--- config.mk ---
export PLATFORM = sky130hd
export DESIGN_NAME = program_sequencer
export DESIGN_NICKNAME = d
export VERILOG_FILES = /design/src/rtl/program_sequencer.sv
export SDC_FILE = /design/constraint.sdc
export NUM_CORES = 1
export LEC_CHECK = 0
export CELL_PAD_IN_SITES_DETAIL_PLACEMENT = 0
export CELL_PAD_IN_SITES_GLOBAL_PLACEMENT = 1
export CORE_MARGIN = 5
export CORE_UTILIZATION = 25
export DETAILED_ROUTE_END_ITERATION = 6
export GPL_ROUTABILITY_DRIVEN = 1
export HOLD_SLACK_MARGIN = 0.02
export PLACE_DENSITY = 0.66
export SLEW_MARGIN = 10
export SYNTH_ARGS = -nofsm -noshare
export SYNTH_HDL_FRONTEND = slang
export SYNTH_SLANG_ARGS = --single-unit
--- constraint.sdc ---
create_clock -name clk -period 1.3 [get_ports clk]
set_input_delay 0.26 -clock clk [delete_from_list [all_inputs] [get_ports clk]]
set_output_delay 0.26 -clock clk [all_outputs]
set_load 0.02 [all_outputs]
--- src/rtl/program_sequencer.sv ---
// rtl/program_sequencer.sv - registered program-address sequencer with jump, inc and debounced switch wait
module program_sequencer #(
    parameter int P_SIZE   = 5,
    parameter int DEBOUNCE = 4
) (
    input  logic              clk,
    input  logic              rst,
    input  logic              inc,
    input  logic              jump,
    input  logic [P_SIZE-1:0] jumpTarget,
    input  logic              waitSwitch,
    input  logic              switchIn,
    output logic [P_SIZE-1:0] addressOut,
    output logic              stalled,
    output logic              switchLevel
);

    typedef enum logic [1:0] {
        ST_RUN          = 2'd0,
        ST_WAIT_PRESS   = 2'd1,
        ST_WAIT_RELEASE = 2'd2
    } state_t;

    localparam logic [7:0] DEB_LAST = 8'(DEBOUNCE - 1);

    state_t            state;
    state_t            next_state;
    logic [P_SIZE-1:0] next_addr;

    logic              sync_q1;
    logic              sync_q2;
    logic [7:0]        deb_cnt;

    // Two-flop synchroniser: switchIn is asynchronous, only sync_q2 is used downstream.
    always_ff @(posedge clk) begin
        if (rst) begin
            sync_q1 <= 1'b0;
            sync_q2 <= 1'b0;
        end else begin
            sync_q1 <= switchIn;
            sync_q2 <= sync_q1;
        end
    end

    // Debounce: the filtered level only follows sync_q2 after it has disagreed
    // for DEBOUNCE consecutive edges; any agreement restarts the count.
    always_ff @(posedge clk) begin
        if (rst) begin
            deb_cnt     <= 8'd0;
            switchLevel <= 1'b0;
        end else if (sync_q2 == switchLevel) begin
            deb_cnt <= 8'd0;
        end else if (deb_cnt == DEB_LAST) begin
            deb_cnt     <= 8'd0;
            switchLevel <= sync_q2;
        end else begin
            deb_cnt <= deb_cnt + 8'd1;
        end
    end

    // Next-state / next-address logic. Requests are only honoured in RUN,
    // with fixed priority jump > waitSwitch > inc.
    always_comb begin
        next_state = ST_RUN;
        next_addr  = addressOut;
        case (state)
            ST_RUN: begin
                if (jump) begin
                    next_addr = jumpTarget;
                end else if (waitSwitch) begin
                    next_state = ST_WAIT_PRESS;
                end else if (inc) begin
                    next_addr = addressOut + P_SIZE'(1);
                end
            end
            ST_WAIT_PRESS: begin
                next_state = switchLevel ? ST_WAIT_RELEASE : ST_WAIT_PRESS;
            end
            ST_WAIT_RELEASE: begin
                if (!switchLevel) begin
                    next_addr = addressOut + P_SIZE'(1);
                end else begin
                    next_state = ST_WAIT_RELEASE;
                end
            end
            default: begin
                next_state = ST_RUN;
            end
        endcase
    end

    // stalled is registered from next_state so it changes on the same edge
    // that enters or leaves the wait states.
    always_ff @(posedge clk) begin
        if (rst) begin
            state      <= ST_RUN;
            addressOut <= '0;
            stalled    <= 1'b0;
        end else begin
            state      <= next_state;
            addressOut <= next_addr;
            stalled    <= (next_state != ST_RUN);
        end
    end

endmodule
== Yosys cells after proc, flatten, opt, wreduce, memory -nomap -nowiden ==
Cells that the tools add are included.
Word-level totals
  flip-flop bits (word level): 19
  input port bits: 11
  output and inout port bits: 7
  word-level logic and storage cells: 33
Cells by class
  add/subtract/negate cells: 2
  eq/ne operators: 7
  muxes and demuxes: 10
  bitwise logic cells: 1
  reduce and logical (&&, ||, !) cells: 6
Operators by type and width (count)
  2-to-1 mux 5 bit: 4
  one-hot mux 5 bit (2 select lines): 1
  adder 8 x 1 -> 8 bit, second input constant: 1
  == test 8 x 2 -> 1 bit, second input constant: 1
  inequality test 3 bit, second input constant: 2
  one-hot mux 2 bit (3 select lines): 1
  adder 5 x 1 -> 5 bit, second input constant: 1
  2-to-1 mux 2 bit: 2
  AND reduction 4 bit: 1
  nonzero test 2 bit: 2
  OR reduction 3 bit: 1
  == test 2 x 1 -> 1 bit, second input constant: 1
  == test 2 bit, second input constant: 1
  zero test 2 bit: 1
  2-to-1 mux 1 bit: 2
  inequality test 2 bit, second input constant: 1
  AND reduction 2 bit: 1
  == test 1 bit: 1
  inverter 1 bit: 1

== Logic depth before layout (Yosys ltp) ==
  depth after elaboration: 5
  depth in mapped cells: 5
  mapped depth without buffers: 5

== Worst setup path before layout ==
OpenSTA, ideal clock, no wires.
  path type: flip-flop to flip-flop
  start point: register switchLevel
  end point: register addressOut[0]
  library setup time: 74 ps
  arrival time: 1238 ps
  required time: 1226 ps
  slack: -13 ps
  stages on the path, launching flop included: 5
  path through: dfxtp_1 -> a21oi_2 -> o31ai_4 -> or3b_1 -> a31oi_1
Between the ends
  word-level cells in the longest chain between the ends: 2
RTL lines
  from (decl): line 15  | output logic switchLevel
  from (signal assigned): line 55  | switchLevel <= sync_q2;
  inequality test 2 bit (no line)
  AND reduction 4 bit (no line)
  to (signal assigned): line 101  | addressOut <= next_addr;
  to (decl): line 13  | output logic [P_SIZE-1:0] addressOut,
Every way passes these cells.
A chain may end at the register's enable or synchronous reset.

== Worst setup path after layout ==
  start point: register state[1]
  end point: register addressOut[1]
Between the ends
  word-level cells in the longest chain between the ends: 3
  elaborated cells between the ends (all ways): 8
RTL lines
  from (decl): line 26  | state_t state;
  from (signal assigned): line 100  | state <= next_state;
  == test 2 bit / zero test 2 bit (equally long branches): line 66  | case (state)
  inequality test 2 bit (no line), or another cell as far along
  AND reduction 4 bit (no line)
Several ways; a longest one is shown, not always the timed one.

==> flow_metrics.env <==
export IMPL_multiInputGateArea_um2=521.8
export IMPL_r2r_start="state[1]"
export IMPL_grt_pass1_vias=806
export IMPL_synth_area_um2=888.4
export IMPL_synth_top_flop_cell="dfxtp_1"
export IMPL_combPwrFrac=0.184
export IMPL_place_hpwl_mm=1.470
export IMPL_root_buffer="clkbuf_4"
export IMPL_tightest_slew_ns=0.3551
export IMPL_cpPeakStageDelay_ns=0.38
export IMPL_syn_to_final_growth_pct=50.56
export IMPL_critPathRequiredTime_ns=1.50
export IMPL_irDropWorstVdd_mv=0.2007
export IMPL_worstPathCellList="buf_6 -> o31ai_4 -> a21oi_1 -> a221oi_2"
export IMPL_drive_gt1_frac=0.3261
export IMPL_final_seq_area_um2=394.1
export IMPL_crit_path_end_kind="register"
export IMPL_r2r_end="addressOut[1]"
export IMPL_grt_max_degree=11
export IMPL_min_period_over_period=1.027
export IMPL_ys_seq_area_frac=0.4282
export IMPL_p_int_uw=832.3
export IMPL_routabilityCongestion=0.7268
export IMPL_insertion_delay_ns=0.29
export IMPL_drv_slew=0
export IMPL_final_area_um2=1338
export IMPL_max_slew_margin=0.7633
export IMPL_setup_violations=2
export IMPL_crit_arrival_ns=1.53
export IMPL_routed_wl_mm=2.041
export IMPL_cp_start_kind="register"
export IMPL_min_from="sync_q1"
export IMPL_drtPass1Iterations=4
export IMPL_rr_worst_depth=4
export IMPL_fmax_mhz=748.9
export IMPL_whs_endpoint="sync_q2"
export IMPL_max_cap_viol_count=0
export IMPL_numPortBuffers=17
export IMPL_grt_pass1_wl_mm=3.346
export IMPL_avgRoutedWirePerCell_um=11.09
export IMPL_grt_use_total=0.08284
export IMPL_die_x_um=69.61
export IMPL_cts_clk_slew_worst_paths_ns=0.10
export IMPL_syn_avg_cell_area_um2=9.065
export IMPL_whs_ns=0.4487
export IMPL_fillers=356
export IMPL_cp_num_buf_inv=1
export IMPL_synth_nets=111
export IMPL_worstSetupPathType="register to register"
export IMPL_pwr_share_clk=0.260
export IMPL_dpl_cell_count=176
export IMPL_grt_overflow_total=0
export IMPL_ant_nets=0
export IMPL_drtIter0Drc=34
export IMPL_core_um2=3390
export IMPL_async_flop_share=0
export IMPL_vias_per_cell=4.413
export IMPL_place_area_um2=1232
export IMPL_ys_seq_elements=19
export IMPL_slowest_stage="dfxtp_4"
export IMPL_die_y_um=69.61
export IMPL_initial_utilization=0.2621
export IMPL_ys_types=34
export IMPL_synth_edff_count=0
export IMPL_hold_violations=0
export IMPL_crit_family="compound AO/OA/AOI/OAI gates"
export IMPL_worstPathMaxFanout=6
export IMPL_die_area_um2=4846
export IMPL_status="finished with violations"
export IMPL_insertedDiodeCount=0
export IMPL_fin_nets=152
export IMPL_hold_depth=1
export IMPL_p_sw_uw=280.4
export IMPL_drc_errors=0
export IMPL_utilization=0.3946
export IMPL_vias=812
export IMPL_p_per_area_nw_per_um2=831.9
export IMPL_clock_path_buffers=2
export IMPL_ctsHtreeMaxLevel=1
export IMPL_num_rows=21
export IMPL_syn_inst=98
export IMPL_violations="setup timing"
export IMPL_rsz0062_at_grt="true"
export IMPL_seqPwrFrac=0.556
export IMPL_skew_ns=0.0007722
export IMPL_num_io_pins=18
export IMPL_r2r_slack_ns=-0.04
export IMPL_yosys_warnings=0
export IMPL_cts_tree="built"
export IMPL_switching_share=0.2520
export IMPL_power_leakage_uw=0.0005183
export IMPL_hold_path_class="register to register"
export IMPL_hold_buffers=0
export IMPL_cts_made_buffers=3
export IMPL_grt_antenna_before_repair=0
export IMPL_final_min_clock_period_ns=1.335
export IMPL_clock_sinks=19
export IMPL_layoutNonFillerInstCount=184
export IMPL_setup_slack_ns=-0.03527
-- synth_stat cells, drive strengths merged, types with 2 or more instances --
master	count	area (um2)
xor2	3	26.28
ha	2	25.02
nand3	7	35.03
a21oi	10	53.80
nor3	3	15.01
buf	2	16.26
nor2	10	37.54
nand2	7	42.54
xnor2	4	35.03
nand2b	6	40.04
o32ai	2	17.52
o21ai	2	10.00
dfxtp	19	380.4
a31oi	2	12.51
inv	2	7.510
nor2b	4	25.02
-- repair_timing --
| action | in CTS | in global routing |
|---|---|---|
| resized for setup | 16 | 17 |
| pin swaps | 2 | 5 |
| setup endpoints to repair | 17 | 15 |
| setup buffers | 2 | 2 |
-- cells by family (layout without fill, tap and decap cells) --
family | after synthesis | after routing | synth area share
compound gates | 20 | 20 | 0.1563
xor+xnor | 7 | 7 | 0.06902
fa+ha+maj | 2 | 2 | 0.02816
buf+inv | 5 | 45 | 0.03098
flops | 19 | 19 | 0.4282
mux | 1 | 1 | 0.01127
simple gates | 44 | 44 | 0.2761
-- stage by stage --
step                total power (uW)  worst slack (ns)     TNS, ns
floorplan                      724.5           0.02575           0
global placement               822.4           -0.3032      -1.954
detailed placement             824.1           -0.3411      -2.202
CTS                             1126        -0.0007887  -0.0007887
global route                    1186          -0.09257     -0.3233
finish                          1113          -0.03527    -0.06535
-- cells in the final DEF (no fill, tap or decap), types with 2 or more instances in the layout --
cell             count
nor2b_1              3
clkdlybuf4s50_1      9
nand3_1              7
clkdlybuf4s15_2      2
o32ai_1              2
nand2b_1             4
buf_4               21
dlygate4sd2_1        3
inv_1                2
xnor2_1              4
dfxtp_2              5
nor2_1              10
clkbuf_2             2
dfxtp_1             12
nor3_1               3
xor2_1               3
a31oi_1              2
a21oi_1              9
dfxtp_4              2
nand2_1              6
clkbuf_4             3
-- how the worst max path moves through the flow --
stage | start | endpoint | slack (ns) | cells after the start
after floorplan | deb_cnt[0] | deb_cnt[2] | 0.03 | 5
final | state[1] | addressOut[1] | -0.04 | 4
after global placement | inc | addressOut[0] | -0.30 | 5
after detailed placement | inc | addressOut[0] | -0.34 | 5
after global routing | state[1] | addressOut[1] | -0.09 | 4
after CTS | inc | addressOut[2] | -0.0008 | 6
-- layer usage --
layer,vias up,GRT usage,share of wire
li1,427,-,-
met5,-,0,0
met1,365,0.09380,0.45
met4,0,0.04468,0.027
met2,14,0.1409,0.49
met3,6,0.02174,0.030
-- power groups by stage --
stage | Clock (uW) | Combinational, uW | Sequential, uW
floorplan | 0 | 74.8 | 650
global placement | 0 | 190 | 632
detailed placement | 0 | 191 | 633
CTS | 312 | 194 | 619
global route | 342 | 222 | 622
finish | 290 | 205 | 618
-- registers in the layout (all words and copies together) (netlist names) --
name,count
stalled,1
switchLevel,1
deb_cnt,8
sync_q2,1
sync_q1,1
addressOut,5
state,2
-- cell type report --
type | instances | area share
inverter | 2 | 0.005613
timing repair buffer | 39 | 0.2470
multi-input combinational | 74 | 0.3901
sequential | 19 | 0.2947
tap | 46 | 0.04303
clock buffer | 4 | 0.01964
No activity file was read; power rests on OpenSTA's default activity.
